## src/rtl/mem_arbiter_if.sv

```systemverilog
// Port bundle between mem_arbiter, its two requesters (fetch I-port, memory-stage D-port)
// and the single-ported unified memory.
interface mem_arbiter_if #(
   parameter int ADDR_WIDTH = 16
);
   // Handshake: a requester raises *_req with address/data stable and holds it until the
   // matching *_valid pulse; the arbiter never grants a port in the cycle its valid is high,
   // so a requester may drop req on the valid cycle and gets exactly one access.
   logic                  i_req;
   logic [ADDR_WIDTH-1:0] i_addr;
   logic [15:0]           i_rdata;
   logic                  i_valid;
   logic                  d_req;
   logic                  d_wr;
   logic [ADDR_WIDTH-1:0] d_addr;
   logic [15:0]           d_wdata;
   logic [15:0]           d_rdata;
   logic                  d_valid;
   logic [ADDR_WIDTH-1:0] mem_addr;
   logic [15:0]           mem_wdata;
   logic                  mem_enable;
   logic                  mem_wr;
   logic [15:0]           mem_rdata;
   logic                  busy;

   modport slave (
      input  i_req, i_addr, d_req, d_wr, d_addr, d_wdata, mem_rdata,
      output i_rdata, i_valid, d_rdata, d_valid,
      output mem_addr, mem_wdata, mem_enable, mem_wr, busy
   );

   modport master (
      output i_req, i_addr, d_req, d_wr, d_addr, d_wdata, mem_rdata,
      input  i_rdata, i_valid, d_rdata, d_valid,
      input  mem_addr, mem_wdata, mem_enable, mem_wr, busy
   );
endinterface

```

## src/rtl/mem_arbiter.sv

```systemverilog
// Two-port (fetch/data) arbiter and multi-cycle sequencer for the WISC unified memory.
// Optional ARB_RR_EN selects round-robin arbitration; default is fixed priority D over I.
module mem_arbiter #(
   parameter int ADDR_WIDTH = 16,
   parameter int LATENCY    = 4
) (
   input  logic          clk,
   input  logic          rst,
   mem_arbiter_if.slave  bus,
   output logic          state_dbg
);
   typedef enum logic {IDLE, BUSY} state_t;

   state_t                state;
   logic [3:0]            cnt;
   logic                  owner_d;
   logic                  wr_q;
   logic [ADDR_WIDTH-1:0] addr_q;
   logic [15:0]           wdata_q;
   logic                  en_q;
   logic                  mem_wr_q;
   logic                  i_elig;
   logic                  d_elig;
   logic                  grant_any;
   logic                  grant_d;

`ifdef ARB_RR_EN
   logic                  last_d;
`endif

   always_comb begin
      i_elig    = bus.i_req && !bus.i_valid;
      d_elig    = bus.d_req && !bus.d_valid;
      grant_any = i_elig || d_elig;
`ifdef ARB_RR_EN
      grant_d   = d_elig && (!i_elig || !last_d);
`else
      grant_d   = d_elig;
`endif
   end

   always_ff @(posedge clk) begin
      if (rst) begin
         state       <= IDLE;
         cnt         <= 4'd0;
         owner_d     <= 1'b0;
         wr_q        <= 1'b0;
         addr_q      <= '0;
         wdata_q     <= 16'h0000;
         en_q        <= 1'b0;
         mem_wr_q    <= 1'b0;
         bus.busy    <= 1'b0;
         bus.i_valid <= 1'b0;
         bus.d_valid <= 1'b0;
         bus.i_rdata <= 16'h0000;
         bus.d_rdata <= 16'h0000;
`ifdef ARB_RR_EN
         last_d      <= 1'b1;
`endif
      end else begin
         bus.i_valid <= 1'b0;
         bus.d_valid <= 1'b0;
         case (state)
            IDLE: begin
               if (grant_any) begin
                  owner_d  <= grant_d;
                  addr_q   <= (grant_d ? bus.d_addr : bus.i_addr) & ~ADDR_WIDTH'(1);
                  if (grant_d) wdata_q <= bus.d_wdata;
                  wr_q     <= grant_d && bus.d_wr;
                  cnt      <= 4'(LATENCY - 1);
                  state    <= BUSY;
                  bus.busy <= 1'b1;
                  en_q     <= 1'b1;
                  // With a one-cycle access the write strobe must already be up in that cycle.
                  mem_wr_q <= (LATENCY == 1) && grant_d && bus.d_wr;
`ifdef ARB_RR_EN
                  last_d   <= grant_d;
`endif
               end
            end
            BUSY: begin
               if (cnt != 4'd0) begin
                  cnt      <= cnt - 4'd1;
                  mem_wr_q <= (cnt == 4'd1) && wr_q;
               end else begin
                  if (!wr_q) begin
                     if (owner_d) bus.d_rdata <= bus.mem_rdata;
                     else         bus.i_rdata <= bus.mem_rdata;
                  end
                  if (owner_d) bus.d_valid <= 1'b1;
                  else         bus.i_valid <= 1'b1;
                  state    <= IDLE;
                  bus.busy <= 1'b0;
                  en_q     <= 1'b0;
                  mem_wr_q <= 1'b0;
               end
            end
            default: state <= IDLE;
         endcase
      end
   end

   // Gating with rst keeps memory quiet during image load and kills a write racing a reset.
   assign bus.mem_enable = en_q && !rst;
   assign bus.mem_wr     = mem_wr_q && !rst;
   assign bus.mem_addr   = addr_q;
   assign bus.mem_wdata  = wdata_q;
   assign state_dbg      = (state == BUSY);
endmodule
```

## src/flat_wrapper.sv

```systemverilog
// flat-port wrapper written by rule: the top's interface ports become plain ports
module mem_arbiter_flat 
#(
   parameter int ADDR_WIDTH = 16,
   parameter int LATENCY    = 4
)
  (clk, rst, state_dbg, bus_i_req, bus_i_addr, bus_d_req, bus_d_wr, bus_d_addr, bus_d_wdata, bus_mem_rdata, bus_i_rdata, bus_i_valid, bus_d_rdata, bus_d_valid, bus_mem_addr, bus_mem_wdata, bus_mem_enable, bus_mem_wr, bus_busy);
  mem_arbiter_if #(.ADDR_WIDTH(ADDR_WIDTH)) bus_i ();
  input  logic clk;
  input  logic rst;
  output logic state_dbg;
  input wire logic [$bits(bus_i.i_req)-1:0] bus_i_req;
  input wire logic [$bits(bus_i.i_addr)-1:0] bus_i_addr;
  input wire logic [$bits(bus_i.d_req)-1:0] bus_d_req;
  input wire logic [$bits(bus_i.d_wr)-1:0] bus_d_wr;
  input wire logic [$bits(bus_i.d_addr)-1:0] bus_d_addr;
  input wire logic [$bits(bus_i.d_wdata)-1:0] bus_d_wdata;
  input wire logic [$bits(bus_i.mem_rdata)-1:0] bus_mem_rdata;
  output wire logic [$bits(bus_i.i_rdata)-1:0] bus_i_rdata;
  output wire logic [$bits(bus_i.i_valid)-1:0] bus_i_valid;
  output wire logic [$bits(bus_i.d_rdata)-1:0] bus_d_rdata;
  output wire logic [$bits(bus_i.d_valid)-1:0] bus_d_valid;
  output wire logic [$bits(bus_i.mem_addr)-1:0] bus_mem_addr;
  output wire logic [$bits(bus_i.mem_wdata)-1:0] bus_mem_wdata;
  output wire logic [$bits(bus_i.mem_enable)-1:0] bus_mem_enable;
  output wire logic [$bits(bus_i.mem_wr)-1:0] bus_mem_wr;
  output wire logic [$bits(bus_i.busy)-1:0] bus_busy;
  assign bus_i.i_req = bus_i_req;
  assign bus_i.i_addr = bus_i_addr;
  assign bus_i.d_req = bus_d_req;
  assign bus_i.d_wr = bus_d_wr;
  assign bus_i.d_addr = bus_d_addr;
  assign bus_i.d_wdata = bus_d_wdata;
  assign bus_i.mem_rdata = bus_mem_rdata;
  assign bus_i_rdata = bus_i.i_rdata;
  assign bus_i_valid = bus_i.i_valid;
  assign bus_d_rdata = bus_i.d_rdata;
  assign bus_d_valid = bus_i.d_valid;
  assign bus_mem_addr = bus_i.mem_addr;
  assign bus_mem_wdata = bus_i.mem_wdata;
  assign bus_mem_enable = bus_i.mem_enable;
  assign bus_mem_wr = bus_i.mem_wr;
  assign bus_busy = bus_i.busy;
  mem_arbiter #(.ADDR_WIDTH(ADDR_WIDTH), .LATENCY(LATENCY)) u_core (.clk(clk), .rst(rst), .bus(bus_i), .state_dbg(state_dbg));
endmodule
```

## config.mk

```make
export PLATFORM = sky130hd
export DESIGN_NAME = mem_arbiter_flat
export DESIGN_NICKNAME = d
export VERILOG_FILES = /design/src/rtl/mem_arbiter_if.sv /design/src/rtl/mem_arbiter.sv /design/src/flat_wrapper.sv
export SDC_FILE = /design/constraint.sdc
export NUM_CORES = 1
export LEC_CHECK = 0
export ABC_CLOCK_PERIOD_IN_PS = 2500
export BUFFER_PORTS_ARGS = -buffer_cell sky130_fd_sc_hd__buf_2
export CAP_MARGIN = 10
export CORE_ASPECT_RATIO = 1.25
export CORE_MARGIN = 10
export CORE_UTILIZATION = 35
export DETAILED_ROUTE_END_ITERATION = 10
export GPL_TIMING_DRIVEN = 0
export HOLD_SLACK_MARGIN = 0.06
export RECOVER_POWER = 100
export SLEW_MARGIN = 15
export SYNTH_ARGS = -nofsm -noshare
export SYNTH_HDL_FRONTEND = slang
export SYNTH_SLANG_ARGS = --single-unit
```

## constraint.sdc

```tcl
create_clock -name clk -period 2.5 [get_ports clk]
set_clock_uncertainty 0.2 [all_clocks]
set_input_delay 0.375 -clock clk [delete_from_list [all_inputs] [get_ports clk]]
set_output_delay 0.375 -clock clk [all_outputs]
set_load 0.02 [all_outputs]
```

==> results of run 1 <==
[power by group through the flow]
stage | Combinational [µW] | Clock (µW) | Sequential [µW]
floorplan | 279 | 0 | 1430
global placement | 568 | 0 | 1340
detailed placement | 576 | 0 | 1340
CTS | 583 | 867 | 1320
global route | 603 | 912 | 1330
finish | 537 | 846 | 1320
[final timing paths]
path,depth (start not counted),end,start,slack (ns)
worst min register to register,2,u_core.bus.i_rdata[6],u_core.bus.i_rdata[6],0.25
worst min-delay path,3,u_core.bus.mem_wdata[3],bus_d_wdata[3],0.07
worst max register to register,8,u_core.bus.i_rdata[5],u_core.cnt[0],0.31
worst max-delay path,8,u_core.bus.i_rdata[5],u_core.cnt[0],0.31
[critical path: cells and delay by family, from the launching register on]
kind	cells	cell delay, ns
DFF	1	0.35
AOI/OAI and AO/OA	1	0.05
adders and majority gates	1	0.28
and+or+nand+nor	3	0.65
buffers and inverters	3	0.52
[cells by family (layout without fill, tap and decap cells)]
logic type,Yosys count,count (layout),share of synthesized area (%)
multiplexers,15,15,5.03
adder cells (fa/ha/maj),3,3,1.26
other,1,1,0.126
AND/OR/NAND/NOR,140,140,22.0
buffers and inverters,29,183,5.62
flip-flops,74,74,49.6
AO/OA/AOI/OAI,77,77,16.4
[synthesized netlist by cell type (2+ instances only)]
library cell   n  area, µm²
buf_4          6       45.0
nor2_1        19       71.3
dfxtp_1       74       1480
o21ai_0        2       10.0
ha_1           3       37.5
nor2b_1        6       37.5
nand2_1       88        330
clkbuf_1       7       26.3
or3_1          3       18.8
buf_2         10       50.1
a21oi_1       42        210
mux2i_1       15        150
inv_1          3       11.3
a21oi_2       10       87.6
nor3_1         4       20.0
nand2_2        9       56.3
a211oi_1      18        135
nand2b_1       2       12.5
[metrics by stage]
stage	setup WS, ns	area, µm²	instances	hold slack, ns
after floorplan	0.629	2980	339	0.271
after global placement	0.487	3780	570	0.238
after detailed placement	0.436	3780	570	0.243
after CTS	0.428	4000	590	0.0644
after global routing	0.157	3860	590	0.0630
final	0.313	3860	590	0.0705
[registers in the layout, summed over array words and instances (netlist names)]
register              count
u_core.mem_wr_q           1
u_core.en_q               1
u_core.cnt                4
u_core.bus.i_valid        1
u_core.bus.mem_wdata     16
u_core.owner_d            1
u_core.bus.d_valid        1
u_core.bus.mem_addr      15
u_core.wr_q               1
u_core.bus.d_rdata       16
u_core.state_dbg          1
u_core.bus.i_rdata       16
[routing by layer]
metal / up-vias / GRT usage [%] / wire (µm)
met5: - / 0 / 0
met3: 12 / 5.58 / 880
met1: 1178 / 16.2 / 3870
met2: 114 / 21.4 / 3730
met4: 0 / 5.04 / 126
li1: 1429 / - / -
[area by class of cell]
| class | count | share of cell area (%) |
|---|---|---|
| Clock inverter | 4 | 0.680 |
| Tap cell | 97 | 3.14 |
| Timing Repair Buffer | 139 | 16.4 |
| Inverter | 3 | 0.291 |
| Multi-Input combinational cell | 236 | 33.8 |
| Clock buffer | 11 | 3.92 |
| Buffer | 26 | 3.46 |
| Sequential cell | 74 | 38.3 |
[cells in the final DEF, fill, tap and decap left out]
| master | instances |
|---|---|
| nand2_1 | 97 |
| clkbuf_1 | 83 |
| dfxtp_1 | 74 |
| buf_2 | 72 |
| a21oi_1 | 42 |
| nor2_1 | 19 |
| a211oi_1 | 18 |
| mux2i_1 | 15 |
| clkbuf_8 | 11 |
| a21oi_2 | 10 |
| nor2b_1 | 7 |
| nor3_1 | 5 |
| dlygate4sd3_1 | 5 |
| inv_1 | 3 |
| or3_1 | 3 |
| buf_4 | 3 |
| ha_1 | 3 |
| nand2b_1 | 2 |
| o21ai_0 | 2 |
| clkinv_2 | 2 |
| buf_1 | 1 |
| nand4bb_4 | 1 |
| nor3_4 | 1 |
| buf_12 | 1 |
| nand2_4 | 1 |
| o21ba_1 | 1 |
| nand4b_1 | 1 |
| a21boi_0 | 1 |
| and4bb_1 | 1 |
| and2_0 | 1 |
| a2111o_1 | 1 |
| a2bb2oi_1 | 1 |
| nor3b_1 | 1 |
| a22oi_1 | 1 |
| conb_1 | 1 |
| inv_6 | 1 |
| clkinvlp_4 | 1 |
==> flow_summary.ini, run 1 <==
[clock_tree]
postCtsSetupBuffers = 0
cts.clk_slew.worst_paths_ns = 0.08
cts_buffer_depth = 2
htree_levels = 3
cts-root-buf = clkbuf_8
clkLatencyLatePin_ns = 0.34
post_cts_resized = 0
cts_tree = yes
clock_sinks = 74
holdBufCountCts = 5
numCtsBuffers = 9

[outcome]
outcome = finished, final reports clean

[worst_setup_path]
cpPeakStageDelay_ns = 0.35
critPathArrivalTime_ns = 2.19
cp.required_ns = 2.50
crit_path_max_fanout = 10
crit_slowest_cell = dfxtp_1
start_kind = flop
endpoint_kind = flop
crit_chain = inv_1, ha_1, nand4bb_4, or3_1, clkbuf_1, buf_12, nand2_1, a21oi_2
path_class = reg2reg

[grt]
grt_pass1_vias = 2857
grt_max_degree = 13
grt_use_total_pct = 13.6
antenna_found_initial = 0
grt-ovfl-total = 0
grt_pass1_wl_um = 13800

[floorplanning]
core_um2 = 8290
start_util_pct = 36.0
die_x_um = 103
dieArea_um2 = 12600
die_h_um = 123
core.rowCount = 37
ios = 139

[power_and_ir_drop]
internal_power_uw = 1870
pwr-share-comb_pct = 19.9
powerDensity_nw_per_um2 = 699
total_power_uw = 2700
clockPowerShare_pct = 31.3
ir_drop_uv = 239
power_frac_seq_pct = 48.8
p_sw_uw = 830
leakage_uw = 0.00152
p_sw_share_pct = 30.7

[synth]
synth_edf_count = 0
synth_area_um2 = 2980
yosys_register_bits = 74
synth.distinct_cells = 36
yosys_warnings = 0
syn_nets = 411
ys_async_sr_fraction_pct = 0
synth_ff_type = dfxtp_1
syn_area_per_cell_um2 = 8.80
synth_cells = 339
seq_area_frac_synth_pct = 49.6

[timing]
finalSetupViolations = 0
fmax_mhz = 457
worstMarginPinSlew_ns = 0.669
post-route-period-util_pct = 87.5
fin_crit_ns = 2.19
max_slew_margin_pct = 55.4
grt_setup_unrepaired = no
hold_viol = 0
fin_tns_setup_ns = 0
slew_violations = 0

[place]
gp_congestion = 0.752
dp_hpwl_um = 6830
placement.io_buffers = 134

[detailed_routing]
drt-pass1-iter-count = 4
wl_per_cell_um = 14.6
via_count = 2733
wl_um = 8610
final_antenna_net_count = 0
drtIter0Drc = 77
drc_errors = 0
vias_per_cell = 4.63

[cells_and_area]
areaGrowthSynthToFinish_pct = 29.5
utilization_pct = 46.6
regArea_um2 = 1480
drive_above_1_share_pct = 21.1
nFillCells = 912
finalNetCount = 561
antennaDiodeCount = 0
multi_input_area_um2 = 1310

[job]
cap_viol_max_count = 0

[worst_hold_path]
min_path_type = in2reg
Note: power is estimated with default switching activity, not from simulation.
==> run 2: changes to the inputs <==
--- a/config.mk
+++ b/config.mk
@@ -10,7 +10,7 @@
 export CAP_MARGIN = 10
 export CORE_ASPECT_RATIO = 1.25
 export CORE_MARGIN = 10
-export CORE_UTILIZATION = 35
+export CORE_UTILIZATION = 25
 export DETAILED_ROUTE_END_ITERATION = 10
 export GPL_TIMING_DRIVEN = 0
 export HOLD_SLACK_MARGIN = 0.06
==> flow_summary.ini, run 2 (synthesis gave the netlist of run 1 again) <==
[timing]
fin_crit_ns = 2.21
grt_setup_unrepaired = no
post-route-period-util_pct = 88.3
worstMarginPinSlew_ns = 0.762
max_slew_margin_pct = 49.2
hold_viol = 0
fmax_mhz = 453
slew_violations = 0
finalSetupViolations = 0
fin_tns_setup_ns = 0

[place]
placed_area_um2 = 3860
dp_hpwl_um = 7620
placement.io_buffers = 134
gp_congestion = 0.792

[detailed_routing]
drtIter0Drc = 103
vias_per_cell = 4.30
drc_errors = 0
final_antenna_net_count = 0
m1WireLength_um = 4290
met3WireLength_um = 693
highest_layer = met4
via_count = 2803
drt-pass1-iter-count = 4
wl_um = 9690
wl_per_cell_um = 14.9
wl_met2_um = 4580

[worst_hold_path]
hold_end = u_core.bus.mem_wdata[1]
min_path_type = in2reg
holdPathStages = 3
min_from = bus_d_wdata[1]

[cells_and_area]
finalInstanceArea_um2 = 4060
finalNetCount = 556
final_common_cell = nand2_1
areaGrowthSynthToFinish_pct = 35.9
mostFrequentLayoutCells = nand2_1 (97), clkbuf_1 (82), dfxtp_1 (74)
drive_above_1_share_pct = 22.1

[worst_setup_path]
critPathArrivalTime_ns = 2.20
rrSetupSlack_ns = 0.29
rr_worst_depth = 8
start_kind = flop
path_class = reg2reg
endpoint_kind = flop
crit_path_max_fanout = 10
reg2reg_to = u_core.bus.i_rdata[0]
r2r_start = u_core.cnt[0]
cp.required_ns = 2.49

[clock_tree]
clock_sinks = 74
numCtsBuffers = 9
cts.clk_slew.worst_paths_ns = 0.06
post_cts_resized = 0
clkLatencyLatePin_ns = 0.33
cts_buffer_depth = 2
holdBufCountCts = 0
cts_tree = yes
htree_levels = 3
cts-root-buf = clkbuf_16
postCtsSetupBuffers = 0

[grt]
antenna_found_initial = 3
grt_use_total_pct = 11.5
grt-ovfl-total = 0
grt_pass1_wl_um = 15300
grt_pass1_vias = 3012
grt_max_degree = 14

[job]
cap_viol_max_count = 0

[floorplanning]
core_um2 = 11700
start_util_pct = 25.6
ios = 139
die_x_um = 118
core.rowCount = 44
dieArea_um2 = 16700
die_h_um = 142

[power_and_ir_drop]
ir_drop_uv = 312
leakage_uw = 0.00158
total_power_uw = 3270
powerDensity_nw_per_um2 = 807

[outcome]
outcome = finished, final reports clean
==> run 2: changes by cell type in the layout (fill, tap and decap cells not counted), sizes merged <==
cell and delta:
clkbuf -2, clkinvlp -1, clkinv +1, diode +2, buf +1, bufinv +2
dlygate4sd3 -5
==> run 2: how the worst max path moves through the flow <==
stage / endpoint / cells past startpoint / slack [ns] / start
after floorplan: u_core.bus.i_rdata[0] / 8 / 0.63 / u_core.cnt[0]
after global routing: u_core.bus.mem_wdata[12] / 7 / 0.13 / u_core.bus.d_valid
final: u_core.bus.i_rdata[0] / 8 / 0.29 / u_core.cnt[0]
after CTS: u_core.bus.d_rdata[15] / 7 / 0.39 / u_core.cnt[0]
after detailed placement: u_core.bus.d_rdata[15] / 7 / 0.41 / u_core.cnt[0]
after global placement: u_core.bus.d_rdata[13] / 7 / 0.48 / u_core.cnt[0]
==> run 2: power breakdown <==
part           internal, µW  switching, µW  total, µW
clock network           903            510       1410
registers              1270           54.5       1320
logic                   194            346        540
==> run 2: layer usage <==
layer,vias up,GRT usage [%]
li1,1427,-
met1,1273,13.3
met2,93,19.0
met3,10,4.61
met4,0,3.91
met5,-,0
==> run 2: cell type report <==
cell class / count / area (µm²)
fillers: 1329 / 7610
flip-flops and latches: 74 / 1480
multi-input cells: 236 / 1310
repair buffers: 134 / 586
clock buffers: 10 / 239
well taps: 161 / 201
plain buffers: 26 / 140
clock inverters: 6 / 87.6
inverters: 3 / 11.3
diodes: 2 / 5.00
==> run 2: critical path, cell delays in order, from the launching register on <==
cell and delay [ns]:
dfxtp_1 0.34, inv_1 0.09, ha_1 0.28, nand4bb_4 0.21, or3_1 0.34, clkbuf_1 0.23
buf_12 0.21, nand2_1 0.09, a21oi_2 0.05
==> run 2: stage by stage <==
stage | utilization, % | setup slack (ns) | cells | hold slack (ns)
2_1_floorplan | - | 0.629 | 339 | 0.271
3_3_place_gp | 33.0 | 0.483 | 634 | 0.239
3_5_place_dp | 33.0 | 0.414 | 634 | 0.244
4_1_cts | 35.8 | 0.390 | 650 | 0.0615
5_1_grt | 34.7 | 0.131 | 651 | 0.0675
6_report | 34.8 | 0.292 | 652 | 0.0763
==> run 3: changes to the inputs <==
--- a/config.mk
+++ b/config.mk
@@ -14,7 +14,7 @@
 export DETAILED_ROUTE_END_ITERATION = 10
 export GPL_TIMING_DRIVEN = 0
 export HOLD_SLACK_MARGIN = 0.06
-export RECOVER_POWER = 100
+export RECOVER_POWER = 50
 export SLEW_MARGIN = 15
 export SYNTH_ARGS = -nofsm -noshare
 export SYNTH_HDL_FRONTEND = slang
==> flow_summary.ini, run 3 (synthesis gave the netlist of run 1 again) <==
[timing]
fin_crit_ns = 2.09
grt_setup_unrepaired = no
post-route-period-util_pct = 83.5
slew_violations = 0
fmax_mhz = 479
worstMarginPinSlew_ns = 0.745
fin_tns_setup_ns = 0
hold_viol = 0
max_slew_margin_pct = 50.3
finalSetupViolations = 0

[clock_tree]
clkLatencyLatePin_ns = 0.33
cts.clk_slew.worst_paths_ns = 0.06
post_cts_resized = 0
holdBufCountCts = 0
clock_sinks = 74
htree_levels = 3
postCtsSetupBuffers = 0
cts-root-buf = clkbuf_16
cts_buffer_depth = 2
cts_tree = yes
numCtsBuffers = 9

[cells_and_area]
multi_input_area_um2 = 1340
areaGrowthSynthToFinish_pct = 37.5
regArea_um2 = 1480
fin_cells = 652
mostFrequentLayoutCells = nand2_1 (88), buf_2 (77), clkbuf_1 (74), dfxtp_1 (74), a21oi_1 (42)
final_common_cell = nand2_1
finalNetCount = 556
nFillCells = 1317
drive_above_1_share_pct = 25.6

[outcome]
outcome = finished, final reports clean

[worst_setup_path]
crit_family = simple AND/OR/NAND/NOR gates
endpoint_kind = flop
reg2reg_to = u_core.bus.d_rdata[6]
path_class = reg2reg
crit_top_cell = nand2_1
start_kind = flop
critPathArrivalTime_ns = 2.14
crit_slowest_cell = dfxtp_1
rr_worst_depth = 7
rrSetupSlack_ns = 0.41
crit_buf_inv = 2
cpPeakStageDelay_ns = 0.40
crit_path_max_fanout = 10
crit_chain = inv_1, ha_1, and4bb_1, nand2_1, buf_2, nand2_1, a21oi_1
r2r_start = u_core.cnt[0]
cp.required_ns = 2.55

[worst_hold_path]
min_path_type = in2reg
hold_end = u_core.bus.mem_wdata[6]
min_from = bus_d_wdata[6]
holdPathStages = 3

[grt]
grt_pass1_wl_um = 15300
antenna_found_initial = 3
grt-ovfl-total = 0
grt_max_degree = 14
grt_use_total_pct = 11.5
grt_pass1_vias = 3012

[place]
dp_cells = 634
placement.io_buffers = 134
gp_congestion = 0.792
dp_hpwl_um = 7620

[power_and_ir_drop]
powerDensity_nw_per_um2 = 801
clockPowerShare_pct = 42.9
internal_power_uw = 2370
p_sw_share_pct = 27.8
ir_drop_uv = 311
pwr-share-comb_pct = 16.8
p_sw_uw = 914
power_frac_seq_pct = 40.3
leakage_uw = 0.00161

[detailed_routing]
wl_per_cell_um = 14.8
m1WireLength_um = 4330
via_count = 2805
wl_met2_um = 4570
drc_errors = 0
drt-pass1-iter-count = 4
highest_layer = met4
drtIter0Drc = 141
wl_um = 9670
final_antenna_net_count = 0
vias_per_cell = 4.30
met3WireLength_um = 649

[floorplanning]
ios = 139
core_um2 = 11700
dieArea_um2 = 16700
start_util_pct = 25.6
core.rowCount = 44
die_h_um = 142
die_x_um = 118

[job]
cap_viol_max_count = 0
run 3: changes by cell type in the layout (fill, tap and decap cells not counted), moves of 5 or more:
cell / previous run / this run
nand2_1: 97 / 88
clkbuf_1: 82 / 74
nand2_2: 1 / 9
buf_2: 72 / 77
run 3: area by class of cell:
class	instances	share of cell area, %
clock inverter	6	2.13
multi-input combinational	236	32.5
antenna	2	0.122
clock buffer	10	5.82
timing repair buffer	134	14.3
inverter	3	0.274
sequential	74	36.1
buffer	26	3.81
tap	161	4.91
run 3: per-stage QoR:
stage | utilization [%] | area, µm² | worst slack (ns) | power (µW) | hold WS, ns
floorplan | - | 2980 | 0.629 | 1710 | 0.271
global placement | 33.0 | 3860 | 0.483 | 1910 | 0.239
detailed placement | 33.0 | 3860 | 0.414 | 1930 | 0.244
CTS | 35.8 | 4180 | 0.390 | 3350 | 0.0615
global route | 35.1 | 4100 | 0.261 | 3460 | 0.0675
finish | 35.2 | 4100 | 0.411 | 3290 | 0.0767
run 3: layer usage:
metal / vias up / global-route usage [%]
met5: - / 0
met2: 93 / 19.0
met3: 11 / 4.61
li1: 1425 / -
met1: 1276 / 13.3
met4: 0 / 3.91
run 3: worst max-delay path by stage:
| stage | from | to | cells past startpoint |
|---|---|---|---|
| 2_1_floorplan | u_core.cnt[0] | u_core.bus.i_rdata[0] | 8 |
| 3_3_place_gp | u_core.cnt[0] | u_core.bus.d_rdata[13] | 7 |
| 3_5_place_dp | u_core.cnt[0] | u_core.bus.d_rdata[15] | 7 |
| 4_1_cts | u_core.cnt[0] | u_core.bus.d_rdata[15] | 7 |
| 5_1_grt | u_core.cnt[0] | u_core.bus.d_rdata[14] | 7 |
| 6_report | u_core.cnt[0] | u_core.bus.d_rdata[6] | 7 |
run 3: worst register-to-register path, stage by stage, from the launching register on:
cell      delay [ns]
dfxtp_1         0.40
inv_1           0.09
ha_1            0.28
and4bb_1        0.28
nand2_1         0.25
buf_2           0.29
nand2_1         0.08
a21oi_1         0.15
run 3: power groups by stage:
stage	sequential, µW	combinational (µW)	clock (µW)
6_report	1320	552	1410
5_1_grt	1330	616	1510
4_1_cts	1320	585	1450
3_5_place_dp	1350	583	0
3_3_place_gp	1340	572	0
2_1_floorplan	1430	279	0
